**src/rtl/rr_mux_pkg.sv**
```systemverilog
// Shared types and constants for the two-source round-robin mux arbiter.
// Optional packet lock is enabled by defining LOCK_EN.
package rr_mux_pkg;

    localparam int unsigned DATA_W = 8;

    typedef enum logic {
        ST_EMPTY = 1'b0,
        ST_FULL  = 1'b1
    } state_e;

    localparam logic GNT_A = 1'b0;
    localparam logic GNT_B = 1'b1;

endpackage

```
**src/rtl/rr_arb2.sv**
```systemverilog
// Two-way round-robin grant with last-winner priority register.
// With LOCK_EN defined, the grant sticks to a source until its last beat is accepted.
module rr_arb2
    import rr_mux_pkg::*;
(
    input  logic clk,
    input  logic rst,
    input  logic i_a_valid,
    input  logic i_b_valid,
`ifdef LOCK_EN
    input  logic i_a_last,
    input  logic i_b_last,
`endif
    input  logic i_load,
    output logic o_a_ready,
    output logic o_b_ready,
    output logic o_sel
);

    logic r_prio;
    logic w_sel;
    logic w_gnt;
    logic w_accept;
    logic w_locked;

`ifdef LOCK_EN
    logic r_locked;
    logic w_last;

    assign w_locked = r_locked;
    assign w_last   = (w_sel == GNT_B) ? i_b_last : i_a_last;

    always_ff @(posedge clk) begin
        if (rst) begin
            r_locked <= 1'b0;
        end else if (w_accept) begin
            r_locked <= ~w_last;
        end
    end
`else
    assign w_locked = 1'b0;
`endif

    always_comb begin
        w_sel = r_prio;
        w_gnt = 1'b0;
        if (w_locked) begin
            // prio tracks every accepted winner, so it also names the locked source
            w_sel = r_prio;
            w_gnt = (r_prio == GNT_B) ? i_b_valid : i_a_valid;
        end else if (i_a_valid && i_b_valid) begin
            w_sel = ~r_prio;
            w_gnt = 1'b1;
        end else if (i_a_valid) begin
            w_sel = GNT_A;
            w_gnt = 1'b1;
        end else if (i_b_valid) begin
            w_sel = GNT_B;
            w_gnt = 1'b1;
        end
        if (rst) begin
            w_sel = GNT_A;
            w_gnt = 1'b0;
        end
    end

    assign o_a_ready = i_load & w_gnt & (w_sel == GNT_A);
    assign o_b_ready = i_load & w_gnt & (w_sel == GNT_B);
    assign o_sel     = w_sel;
    assign w_accept  = o_a_ready | o_b_ready;

    always_ff @(posedge clk) begin
        if (rst) begin
            r_prio <= GNT_A;
        end else if (w_accept) begin
            r_prio <= w_sel;
        end
    end

endmodule

```
**src/rtl/rr_mux_arbiter.sv**
```systemverilog
// Round-robin 2:1 byte mux with a one-entry registered output stage.
// Define LOCK_EN to add a_last/b_last and hold the grant for a whole packet.
module rr_mux_arbiter
    import rr_mux_pkg::*;
#(
    parameter int unsigned DATA_W = rr_mux_pkg::DATA_W
) (
    input  logic              clk,
    input  logic              rst,
    input  logic [DATA_W-1:0] a_data,
    input  logic              a_valid,
    output logic              a_ready,
    input  logic [DATA_W-1:0] b_data,
    input  logic              b_valid,
    output logic              b_ready,
`ifdef LOCK_EN
    input  logic              a_last,
    input  logic              b_last,
`endif
    output logic [DATA_W-1:0] o_data,
    output logic              o_valid,
    input  logic              o_ready,
    output logic              sel
);

    state_e            r_state;
    state_e            w_state_next;
    logic [DATA_W-1:0] r_data;
    logic              w_load;
    logic              w_accept;

    assign w_load = ~o_valid | o_ready;

    rr_arb2 u_arb (
        .clk       (clk),
        .rst       (rst),
        .i_a_valid (a_valid),
        .i_b_valid (b_valid),
`ifdef LOCK_EN
        .i_a_last  (a_last),
        .i_b_last  (b_last),
`endif
        .i_load    (w_load),
        .o_a_ready (a_ready),
        .o_b_ready (b_ready),
        .o_sel     (sel)
    );

    assign w_accept = a_ready | b_ready;

    always_comb begin
        w_state_next = r_state;
        unique case (r_state)
            ST_EMPTY: if (w_accept) w_state_next = ST_FULL;
            ST_FULL:  if (o_ready && !w_accept) w_state_next = ST_EMPTY;
        endcase
    end

    always_ff @(posedge clk) begin
        if (rst) begin
            r_state <= ST_EMPTY;
            r_data  <= '0;
        end else begin
            r_state <= w_state_next;
            if (w_accept) begin
                r_data <= (sel == GNT_B) ? b_data : a_data;
            end
        end
    end

    assign o_valid = (r_state == ST_FULL);
    assign o_data  = r_data;

endmodule

```
**config.mk**
```make
export PLATFORM = sky130hd
export DESIGN_NAME = rr_mux_arbiter
export DESIGN_NICKNAME = d
export VERILOG_FILES = /design/src/rtl/rr_mux_pkg.sv /design/src/rtl/rr_arb2.sv /design/src/rtl/rr_mux_arbiter.sv
export SDC_FILE = /design/constraint.sdc
export NUM_CORES = 1
export LEC_CHECK = 0
export BUFFER_PORTS_ARGS = -buffer_cell sky130_fd_sc_hd__buf_2
export CORE_MARGIN = 1
export CORE_UTILIZATION = 40
export CTS_BUF_LIST = sky130_fd_sc_hd__clkbuf_4
export DETAILED_ROUTE_END_ITERATION = 8
export PLACE_DENSITY = 0.78
export SLEW_MARGIN = 5
export SYNTH_ARGS = -nofsm -noshare
export SYNTH_HDL_FRONTEND = slang
export SYNTH_HIERARCHICAL = 1
export SYNTH_SLANG_ARGS = --single-unit
```
**constraint.sdc**
```tcl
create_clock -name clk -period 1.6 [get_ports clk]
set_input_delay 0.16 -clock clk [delete_from_list [all_inputs] [get_ports clk]]
set_output_delay 0.16 -clock clk [all_outputs]
set_load 0.05 [all_outputs]
```
## Yosys cells after proc, flatten, opt, wreduce, memory -nomap -nowiden

Index checks and enable logic that the tools add are counted.

- Bitwise gates (word level): 8
- Reductions and logical operators: 3
- Mux-type cells: 12

Operators with widths:

| operator | number |
|---|---|
| $mux W1 | 10 |
| $mux W8 | 1 |
| $and A1 B1 Y1 | 3 |
| $not A1 Y1 | 3 |
| $logic_and A1 B1 Y1 | 2 |
| $or A1 B1 Y1 | 2 |
| $pmux W1 S2 | 1 |
| $logic_not A1 Y1 | 1 |

- Output and inout bits: 12
- Logic and storage cells: 26
- Bits in registers: 10
- Bits of input ports: 21

## Logic depth before layout (Yosys ltp)

- Depth in word-level cells: 11
- Depth in mapped cells: 7

## By module

Netlist, hierarchy kept.

By module, submodules not included:

| module | cells each | instances | seq. area each (um^2) | area an instance (um^2) |
|---|---|---|---|---|
| rr_mux_arbiter | 42 | 1 | 180.2 | 457.9 |
| rr_arb2 | 10 | 1 | 20.0 | 86.3 |

## Worst setup path after synthesis

OpenSTA, ideal clock, no wires.

- Path type: register to register
- From: reg r_state (netlist: o_valid)
- To: reg r_data[0] (netlist: o_data[0])
- Stages on the path, launching flop included: 8
- Period minus slack after synthesis: 2.270 ns
- Slack: -0.670 ns
- Data required time: 1.459 ns
- Arrival: 2.128 ns
- Cell sequence: dfxtp_1 -> nand2b_1 -> nand3b_1 -> a21oi_1 -> buf_6 -> or2_1 -> buf_6 -> a211oi_2

- Longest elaborated chain between the ends: 5
- Elaborated cells on any way between the ends: 6
- Those cells by class: 6 x bitwise

Ends and longest elaborated chain:

| element | line | RTL |
|---|---|---|
| start, declared | rr_mux_arbiter.sv:26 | `state_e r_state;` |
| start signal, assigned | rr_mux_arbiter.sv:64 | `r_state <= w_state_next;` |
| $not A1 Y1 | rr_mux_arbiter.sv:32 | `assign w_load = ~o_valid \| o_ready;` |
| $or A1 B1 Y1 | rr_mux_arbiter.sv:32 |  |
| via w_load | rr_mux_arbiter.sv:29 | `logic w_load;` |
| $and A1 B1 Y1 (2 in series) | rr_arb2.sv:68 | `assign o_b_ready = i_load & w_gnt & (w_sel == GNT_B);` |
| via b_ready | rr_mux_arbiter.sv:15 | `output logic b_ready,` |
| $or A1 B1 Y1 | rr_mux_arbiter.sv:49 | `assign w_accept = a_ready \| b_ready;` |
| end signal, assigned | rr_mux_arbiter.sv:66 | `r_data <= (sel == GNT_B) ? b_data : a_data;` |
| end, declared | rr_mux_arbiter.sv:28 | `logic [DATA_W-1:0] r_data;` |

The timed path passes the listed nets, and every way through them passes these cells.
A chain may end at the register's enable or synchronous reset.

## Worst setup path in the final report

- From: reg u_arb.r_prio
- To: out a_ready

- Longest elaborated chain between the ends: 6
- Elaborated cells on any way between the ends: 7
- Those cells by class: 4 x mux; 3 x bitwise

Ends and longest elaborated chain:

| element | line | RTL |
|---|---|---|
| start, declared | rr_arb2.sv:20 | `logic r_prio;` |
| start signal, assigned | rr_arb2.sv:76 | `r_prio <= w_sel;` |
| $mux W1 | rr_arb2.sv:57 | `end else if (i_b_valid) begin` |
| $mux W1 | rr_arb2.sv:54 | `end else if (i_a_valid) begin` |
| $mux W1 * | rr_arb2.sv:51 | `end else if (i_a_valid && i_b_valid) begin` |
| $mux W1 * | rr_arb2.sv:61 | `if (rst) begin` |
| $not A1 Y1 * | rr_arb2.sv:67 | `assign o_a_ready = i_load & w_gnt & (w_sel == GNT_A);` |
| $and A1 B1 Y1 * | rr_arb2.sv:67 |  |
| end, declared | rr_mux_arbiter.sv:12 | `output logic a_ready,` |

Mark *: on every way between the ends. The rest lies on a longest branch, timed or not.

==> results list <==
- The run finished with clean final reports.
* Sequential element share of the synthesized area: approximately 37%
- Antenna violation net count after detailed routing: 0
- The final layout contains routed wiring with a total length of 1281 um.
- The wire-length estimate of the detail-placed layout is 1009 um.
- The worst setup path is of the reg -> out kind.
- At the worst endpoint, the arrival time is 1.36 ns.
* Initial antenna violation count: 0
- Max-capacitance violation count: 0
* Endpoints failing setup: 0
- The number of global-route vias before repair was about 500.
* Syn Inst Count: 52
- Clock tree synthesis selected as its root buffer the cell sky130_fd_sc_hd__clkbuf_4.
* Buffer levels on the longest clock path: 2
- Dividing the detail-routed wire length by the instance count gives roughly 13 um.
- The worst-case IR drop observed on VDD is ~740 uV.
- Die Y: 38.89 um
- Die Wd: 38.89 um
- Clock latency on the worst-skew pair: approximately 0.27 ns
* Count of antenna diodes in the layout: 0
* Count of hold buffers inserted by post-cts repair: 0
* Yosys warns: 6
* Post-route clock period utilization: 95.17%
* Area added between synthesis and finish: 45.52%
* Clock Skews: 0.008585 ns
- In this run the number of H-tree levels came out at 1.
- Syn_area_per_cell: approximately 10 um^2
- Most used cells in the layout excluding fill and tap cells: sky130_fd_sc_hd__buf_2 (30), sky130_fd_sc_hd__dfxtp_1 (9), sky130_fd_sc_hd__mux2i_1 (8), sky130_fd_sc_hd__nor3_1 (8), sky130_fd_sc_hd__a211oi_2 (8)
- The floorplan step defined a core boundary enclosing 0.001186 mm^2.
- After detailed routing, the number of remaining DRC violations is 0.
- Hold/Removal Path Class: in -> reg
* Final number of hold-violating endpoints: 0
- RePlAce Congestion: 0.6821
- Synthesized cell area: 544.3 um^2
* Wire length of the first global-routing pass: around 1900 um
- Entering global routing, the biggest net connects 10 pins.
- For this run, the post-layout net count is 110.
- Counting every net in the synthesized netlist gives between 70 and 80.
* Max Freq: 656.7 MHz
* Clock sinks: 10
- The total overflow left after global routing is 0.
- At the worst endpoint, the required time is around 1.4 ns.
* Number of max-slew violations in the final report: 0
- The die covers 0.001512 mm^2.
- In this run the power density over the cells is between 900 and 1000 mW/mm^2.
- In this run the tool buffered the top-level ports with 32 buffer cells.
- The worst setup path is captured at an output port.
* Slew headroom: 72.96%
- The floorplan has 12 rows.
- Counting the fill cells in the layout gives 102.
- Top-level I/O count: 33
* Peak fanout along the critical path: 5
- After clock tree synthesis, the clock-pin slew on the worst setup and hold paths is 0.06 ns.
- After detailed routing, the number of vias per cell comes to about 5.3.
* Most frequent standard cell in the layout excluding fill and tap cells: sky130_fd_sc_hd__buf_2
* Sort of element at the start of the critical path: register
- Total power for the finished layout comes to 0.7481 mW.
- For this run, the share of the core covered by cells in the final layout is 66.77%.
- Initial cell density of the core: a little under half
- The first detailed-routing pass ran for 4 iterations.
- For the pin with the worst max-slew slack, the measured transition is about 0.4 ns.
- First-iteration detailed-routing DRC count: 10
- RSZ-0062 raised after global routing: false
* Clock tree from TritonCTS: built
* Crit path time final: 1.523 ns
- Number of buffers added by the clock tree synthesis step: 3
- Number of synthesized register bits: 10
- Post-Route Setup TNS: 0 ns
- Unique masters post-synth: 15
- In the final layout, the share of cells above drive strength 1 is 61.36%.
- In the global route stage, overall resource usage came out at 18.54%.
* Leak pwr: 0.3546 nW
- Across all layers, the routed design uses between 500 and 600 vias.
[worst max-delay path, stage by stage, from the launching register on]
cell and delay, ns:
sky130_fd_sc_hd__dfxtp_1 0.42, sky130_fd_sc_hd__nand2b_1 0.20, sky130_fd_sc_hd__and4b_4 0.25, sky130_fd_sc_hd__clkbuf_4 0.23
[metal layers]
layer  GRT usage [%]  routed length (um)
met1           17.77                 528
met2           37.08                 668
met3           6.936                  80
met4           2.586                   4
met5               0                   0
[report_power, final]
group / internal, mW / switching [mW]
registers: 0.274 / 0.0155
clock network: 0.0900 / 0.0859
logic: 0.0999 / 0.183
total: 0.464 / 0.284
[flip-flops by register name (all words and copies together), names as in the netlist]
name and count:
o_data 8, o_valid 1, u_arb/r_prio 1
[layout make-up]
class | instances | area (um^2) | area share (%)
clock buffers | 3 | 22.52 | 2.844
multi-input cells | 37 | 341.6 | 43.13
well taps | 14 | 17.52 | 2.212
repair buffers | 37 | 202.7 | 25.59
clock inverters | 1 | 3.754 | 0.4739
flip-flops and latches | 10 | 203.9 | 25.75
[cells by family after synthesis]
| family | share of synthesized area (%) |
|---|---|
| mux | 14.71 |
| compound gates | 24.60 |
| buf+inv | 6.666 |
| simple gates | 17.24 |
| flops | 36.78 |
[through the flow]
step	worst slack [ns]	instance area, um^2	hold slack, ns	instances
floorplan	0.01342	586.8	0.2224	52
global placement	0.1521	745.7	0.4698	96
detailed placement	0.1263	745.7	0.4695	96
CTS	0.04317	782.0	0.2003	101
global route	0.02390	792.0	0.2121	102
finish	0.07726	792.0	0.2048	102
[what timing repair did]
action | CTS | global route
pin swaps | 1 | 0
setup buffers | 1 | 1
endpoints found under the setup margin | 2 | 2
gates resized for setup | 1 | 1
[synthesized netlist by cell type, drive strengths merged]
master | instances | share of area [%]
dfxtp | 10 | 37
a211oi | 8 | 18
mux2i | 8 | 15
nor3 | 8 | 7.4
a21oi | 4 | 4.4
buf | 4 | 6.0
nand2b | 3 | 3.4
nand3b | 2 | 2.8
a21bo | 1 | 1.8
and4b | 1 | 1.8
clkbuf | 1 | 0.69
nor2 | 1 | 0.69
or2 | 1 | 1.2
[path summary, 6_finish.rpt]
check | cells after the start | to | startpoint | slack (ns)
worst max register to register | 4 | o_data[6] | u_arb/r_prio | 0.12
worst max-delay path | 3 | a_ready | u_arb/r_prio | 0.08
worst min-delay path | 3 | u_arb/r_prio | b_valid | 0.20
worst min register to register | 2 | o_valid | o_valid | 0.54
No activity file was read; power rests on OpenSTA's default activity.
